--- config.mk ---
export PLATFORM = sky130hd
export DESIGN_NAME = pipe_ctrl
export DESIGN_NICKNAME = d
export VERILOG_FILES = /design/src/rtl/pipe_ctrl.sv
export SDC_FILE = /design/constraint.sdc
export NUM_CORES = 1
export LEC_CHECK = 0
export ABC_AREA = 1
export CORE_MARGIN = 2
export CORE_UTILIZATION = 27
export CTS_CLUSTER_SIZE = 20
export DETAILED_ROUTE_END_ITERATION = 6
export PLACE_DENSITY_LB_ADDON = 0.08
export SLEW_MARGIN = 20
export SYNTH_ARGS = -nofsm -noshare
export SYNTH_HDL_FRONTEND = slang
export SYNTH_SLANG_ARGS = --single-unit
--- constraint.sdc ---
create_clock -name clk -period 1.15 [get_ports clk]
set_input_delay 0.2875 -clock clk [delete_from_list [all_inputs] [get_ports clk]]
set_output_delay 0.2875 -clock clk [all_outputs]
set_load 0.03 [all_outputs]
--- src/rtl/pipe_ctrl.sv ---
// Pipeline hazard/stall controller: stall vector, branch flush/redirect, EX-stall watchdog.
// Optional performance counters are enabled by defining PIPE_CTRL_PERF_EN.
module pipe_ctrl #(
    parameter int unsigned MAX_EX_STALL = 64
) (
    input  logic        clk,
    input  logic        rst,
    input  logic        stallreq_mem_i,
    input  logic        stallreq_ex_i,
    input  logic        branch_flag_i,
    input  logic [31:0] branch_target_i,
    input  logic        ex_is_load_i,
    input  logic        ex_wreg_i,
    input  logic [4:0]  ex_wd_i,
    input  logic        id_re1_i,
    input  logic [4:0]  id_ra1_i,
    input  logic        id_re2_i,
    input  logic [4:0]  id_ra2_i,
    output logic [5:0]  stall_o,
    output logic        flush_o,
    output logic [31:0] new_pc_o,
    output logic [1:0]  state_o,
    output logic        ex_timeout_o,
    output logic [31:0] stall_cycles_o,
    output logic [31:0] flush_count_o
);

    typedef enum logic [1:0] {
        RUN     = 2'd0,
        EXWAIT  = 2'd1,
        FLUSHED = 2'd2
    } state_t;

    localparam logic [7:0] MAX_CNT = 8'(MAX_EX_STALL);

    state_t     state_q, state_d;
    logic [7:0] ex_cnt_q, ex_cnt_d;
    logic       timeout_q, timeout_d;
    logic       load_use;

    always_comb begin
        load_use = ex_is_load_i & ex_wreg_i & (ex_wd_i != 5'd0) &
                   ((id_re1_i & (id_ra1_i == ex_wd_i)) |
                    (id_re2_i & (id_ra2_i == ex_wd_i)));

        stall_o  = '0;
        flush_o  = 1'b0;
        new_pc_o = '0;
        // A MEM hold freezes the whole pipe, so the FSM keeps its state too.
        state_d  = state_q;

        if (rst) begin
            state_d = RUN;
        end else if (stallreq_mem_i) begin
            stall_o = 6'b011111;
        end else if (stallreq_ex_i) begin
            stall_o = 6'b001111;
            state_d = EXWAIT;
        end else if (branch_flag_i) begin
            flush_o  = 1'b1;
            new_pc_o = branch_target_i;
            state_d  = FLUSHED;
        end else begin
            state_d = RUN;
            // ID holds a killed instruction right after a flush; its hazard is not real.
            if (load_use && (state_q != FLUSHED)) begin
                stall_o = 6'b000111;
            end
        end
    end

    always_comb begin
        ex_cnt_d = ex_cnt_q;
        if (!stallreq_ex_i) begin
            ex_cnt_d = '0;
        end else if (!stallreq_mem_i && (ex_cnt_q != 8'hFF)) begin
            ex_cnt_d = ex_cnt_q + 8'd1;
        end
        timeout_d = timeout_q | (ex_cnt_q >= MAX_CNT);
    end

    always_ff @(posedge clk) begin
        if (rst) begin
            state_q   <= RUN;
            ex_cnt_q  <= '0;
            timeout_q <= 1'b0;
        end else begin
            state_q   <= state_d;
            ex_cnt_q  <= ex_cnt_d;
            timeout_q <= timeout_d;
        end
    end

    assign state_o      = state_q;
    assign ex_timeout_o = timeout_q;

`ifdef PIPE_CTRL_PERF_EN
    logic [31:0] stall_cnt_q, stall_cnt_d;
    logic [31:0] flush_cnt_q, flush_cnt_d;

    always_comb begin
        stall_cnt_d = stall_cnt_q;
        flush_cnt_d = flush_cnt_q;
        if ((stall_o != '0) && (stall_cnt_q != '1)) begin
            stall_cnt_d = stall_cnt_q + 32'd1;
        end
        if (flush_o && (flush_cnt_q != '1)) begin
            flush_cnt_d = flush_cnt_q + 32'd1;
        end
    end

    always_ff @(posedge clk) begin
        if (rst) begin
            stall_cnt_q <= '0;
            flush_cnt_q <= '0;
        end else begin
            stall_cnt_q <= stall_cnt_d;
            flush_cnt_q <= flush_cnt_d;
        end
    end

    assign stall_cycles_o = stall_cnt_q;
    assign flush_count_o  = flush_cnt_q;
`else
    assign stall_cycles_o = '0;
    assign flush_count_o  = '0;
`endif

endmodule

# Word-level counts from Yosys, hierarchy flattened
# Index checks and enable logic that the tools add are counted.
# word_totals
word_cells,37
regBits,11
input_bits,56
output_inout_bits,106
# classes
order_cmp,1
n_reduce_logical,5
eq_ne,4
bitwise,8
n_addsub,1
n_mux,15
# op_table
op,n
32-bit two-way mux,4
5-bit equality test,2
5-bit two-way mux,2
8-bit by 1-bit adder with 8-bit output (second input constant),1
8-bit by 7-bit greater-or-equal comparator with 1-bit output (second input constant),1
8-bit != test (second input constant),1
3-bit two-way mux,2
1-bit bitwise AND,5
5-bit nonzero test,1
1-bit two-way mux,4
2-bit two-way mux,2
4-bit two-way mux,1
1-bit logical AND,2
2-bit != test (second input constant),1
1-bit OR,2
2-bit OR reduction,1
1-bit zero test,1
1-bit NOT,1

# Longest topological paths before layout
# logic_depth
depth_word,10
ltp_mapped,9
ltp_nobuf,8

# Worst setup path before layout
# Ideal clock, no wire load.
# synth_timing
path_type,input port to output port
start,input stallreq_mem_i
end,output stall_o[1]
cell_stages,5
required_ns,0.863
arrival_ns,1.478
path_slack_ns,-0.616
n_path_buf,1
cell_sequence,inv_2 nor2_1 nor2_1 nand2_1 buf_4
# synth_via
elab_chain_len,2
# synth_rtl
element,line_no,text
"start, declared",8,"input logic stallreq_mem_i,"
5-bit two-way mux,54,end else if (stallreq_mem_i) begin
5-bit two-way mux,52,if (rst) begin
"end, declared",19,"output logic [5:0] stall_o,"
# No other way between the ends.

# Worst setup path in the final report
# layout_timing
start,input rst
end,output new_pc_o[7]
# layout_via
elab_chain_len,1
# layout_rtl
element,line_no,text
"start, declared",7,"input logic rst,"
32-bit two-way mux,52,
"end, declared",21,"output logic [31:0] new_pc_o,"
# No other way between the ends.

==> run summary <==
Clock power frac -> 22.9%
Final Worst Setup Slack -> -0.339 ns
Int Pwr -> 0.972 mW
Startpoint Class -> input port
global-route wire length before repair -> 6530 um
most frequent cells in the layout -> conb_1, nand2_1, buf_6
f_max -> 0.672 GHz
Post-DRT Antenna Nets -> 0
GRT overflow -> 0
fin. max-slew vios -> 0
CTS H-tree depth -> 1
clock tree buffer depth -> 2
RePlAce Congestion -> 0.769
area delta synth->final -> 99.0%
min Tclk post-route -> 1.49 ns
CP Data Required Time -> 0.86 ns
final period utilization -> 129%
violated checks -> setup timing
final core occ -> 56.1%
CTS tree -> built
number of distinct library cells after synthesis -> 21
HP Class -> in -> reg
Finish-stage setup viols -> 41
number of remaining DRC errors -> 0
most common cell after layout, fill and taps aside -> conb_1
Initial DRT Pass Iterations -> 4
initial antenna violation count -> 0
final wirelength -> 4790 um
Die W -> 80.3 um
io pins -> 162
Reg power frac -> 22.9%
number of global-route vias before repair -> 1495
Num CTS Buffers -> 3
Avg WL per Cell -> 10.2 um
Hold-fix buffers, CTS -> 0
fin nets -> 457
status -> complete, but fails checks
fraction of layout instances using a drive strength above 1 -> 41.6%
fin cells -> 471
RSZ-0062 raised after global routing -> yes
core footprint -> 0.00557 mm2
Mapped Avg Cell Area -> 5.62 um2
cell row count -> 27
root buffer cell -> clkbuf_8
Net Switching -> 0.759 mW
yosys warns -> 0
#FFs+latches synth -> 11
Total GRT Usage -> 12.9%
Cell Pwr Density -> 553 mW/mm2
Ant. Diodes -> 0
vias -> 1743
Comb pwr share -> 54.2%
Worst Setup Path Type -> in -> out
clock tree sinks -> 11
Clock Pin Slew Worst Setup and Hold Paths -> 0.05 ns
critical path capture point type -> output pin
maximum vdd drop -> 0.421 mV
# Max-Cap Violations -> 0
Pleak -> 1.63 nW
Vias per Instance -> 3.70
largest net degree at the start of global routing -> 13
I/O Buffers -> 96
Cells after DPL -> 457
Die Footprint -> 0.00645 mm2
Die H -> 80.3 um
Synth Instances -> 280
Final TNS setup -> -9.25 ns
WP data arrival -> 1.20 ns
final hold violations -> 0
Initial Util -> 28.2%
Mapped Area -> 0.00157 mm2
Sw Share -> 43.8%
Max Fanout on Critical Path -> 6
clk_skew -> 0.00249 ns
Seq/Total Area, Yosys -> 14.0%
clock latency at the later pin of the worst-skew pair -> 0.24 ns
number of DRC markers in iteration 0 -> 18
Detailed Place HPWL -> 3850 um
[stage by stage]
stage	cell area, um2	setup WS, ns	power, mW	hold WS, ns
after floorplan	2150	-0.135	1.14	0.357
after global placement	2690	-0.755	1.26	0.478
after detailed placement	2690	-0.765	1.27	0.484
after CTS	3040	-0.349	1.73	0.353
after global routing	3130	-0.394	1.83	0.346
final	3130	-0.339	1.73	0.346
[cells in the mapped netlist]
cell type / count / area share [%]
nand2_4: 1 / 0.72
inv_2: 1 / 0.24
ha_1: 1 / 0.80
inv_1: 59 / 14
nand2_2: 2 / 0.80
o21ai_0: 2 / 0.64
nand2_1: 52 / 12
xor2_1: 2 / 1.1
nor2_1: 55 / 13
conb_1: 1 / 0.24
a21oi_2: 1 / 0.56
nand3_1: 8 / 2.5
nor2_4: 2 / 1.4
nand4_1: 1 / 0.40
o21ai_1: 1 / 0.32
buf_2: 3 / 0.95
nor3_1: 2 / 0.64
dfxtp_1: 11 / 14
buf_4: 67 / 32
nand4_2: 1 / 0.80
a21oi_1: 7 / 2.2
[cells by family (layout without fill, tap and decap cells)]
family                     count (synthesis)  in the layout  synth area share (%)
DFF                                       11             11                  14.0
adders and majority gates                  1              1                 0.795
other                                      1             65                 0.238
xor gates and xnor gates                   2              2                  1.11
and+or+nand+nor                          124            124                  32.9
AOI/OAI and AO/OA                         11             11                  3.74
buffers and inverters                    130            185                  47.3
[final cells by class]
| class | count | area, um2 |
|---|---|---|
| Sequential cell | 11 | 230 |
| Fill cell | 528 | 2440 |
| Tap cell | 72 | 90.1 |
| Inverter | 60 | 263 |
| Clock buffer | 4 | 45.0 |
| Multi-Input combinational cell | 203 | 1210 |
| Timing Repair Buffer | 121 | 1290 |
[registers in the layout (all words and copies together), names as in the netlist]
register      flops
ex_cnt_q          8
ex_timeout_o      1
state_o           2
[layer usage]
metal,global-route usage (%),share of wire [%],up-vias,wire length [um]
li1,-,-,913,-
met1,14.0,34,745,1640
met5,0,0,-,0
met2,23.9,55,78,2640
met3,4.16,9.5,7,456
met4,3.05,1.1,0,53
[worst max-delay path: stages]
cell and delay [ns]:
buf_12 0.11, inv_12 0.04, nand4_4 0.19, buf_12 0.20, clkbuf_16 0.16, nor2_4 0.08
buf_6 0.13
[final timing paths]
kind | cells past startpoint | slack [ns] | startpoint | to
setup reg to reg | 6 | -0.01 | ex_cnt_q[0]$_SDFFE_PP0P_ | ex_cnt_q[7]$_SDFFE_PP0P_
hold reg to reg | 2 | 0.48 | state_o[0]$_SDFFE_PP0N_ | state_o[0]$_SDFFE_PP0N_
setup / recovery | 7 | -0.34 | rst | new_pc_o[7]
hold / removal | 3 | 0.35 | rst | ex_timeout_o$_SDFF_PP0_
[power by group through the flow]
stage | Sequential [mW] | Combinational, mW | Clock [mW]
after CTS | 0.396 | 0.920 | 0.411
after detailed placement | 0.402 | 0.866 | 0
after floorplan | 0.412 | 0.724 | 0
final | 0.396 | 0.939 | 0.396
after global placement | 0.402 | 0.862 | 0
after global routing | 0.397 | 1.00 | 0.434
[repair_timing]
| action | 4_1_cts | 5_1_grt |
|---|---|---|
| endpoints found under the setup margin | 48 | 47 |
| gates resized for setup | 122 | 59 |
| setup buffers | 7 | 7 |
| hold endpoints to repair | 0 | 0 |
| pin swaps | 30 | 30 |
| gates cloned | 2 | 1 |
No activity file was read; power rests on OpenSTA's default activity.
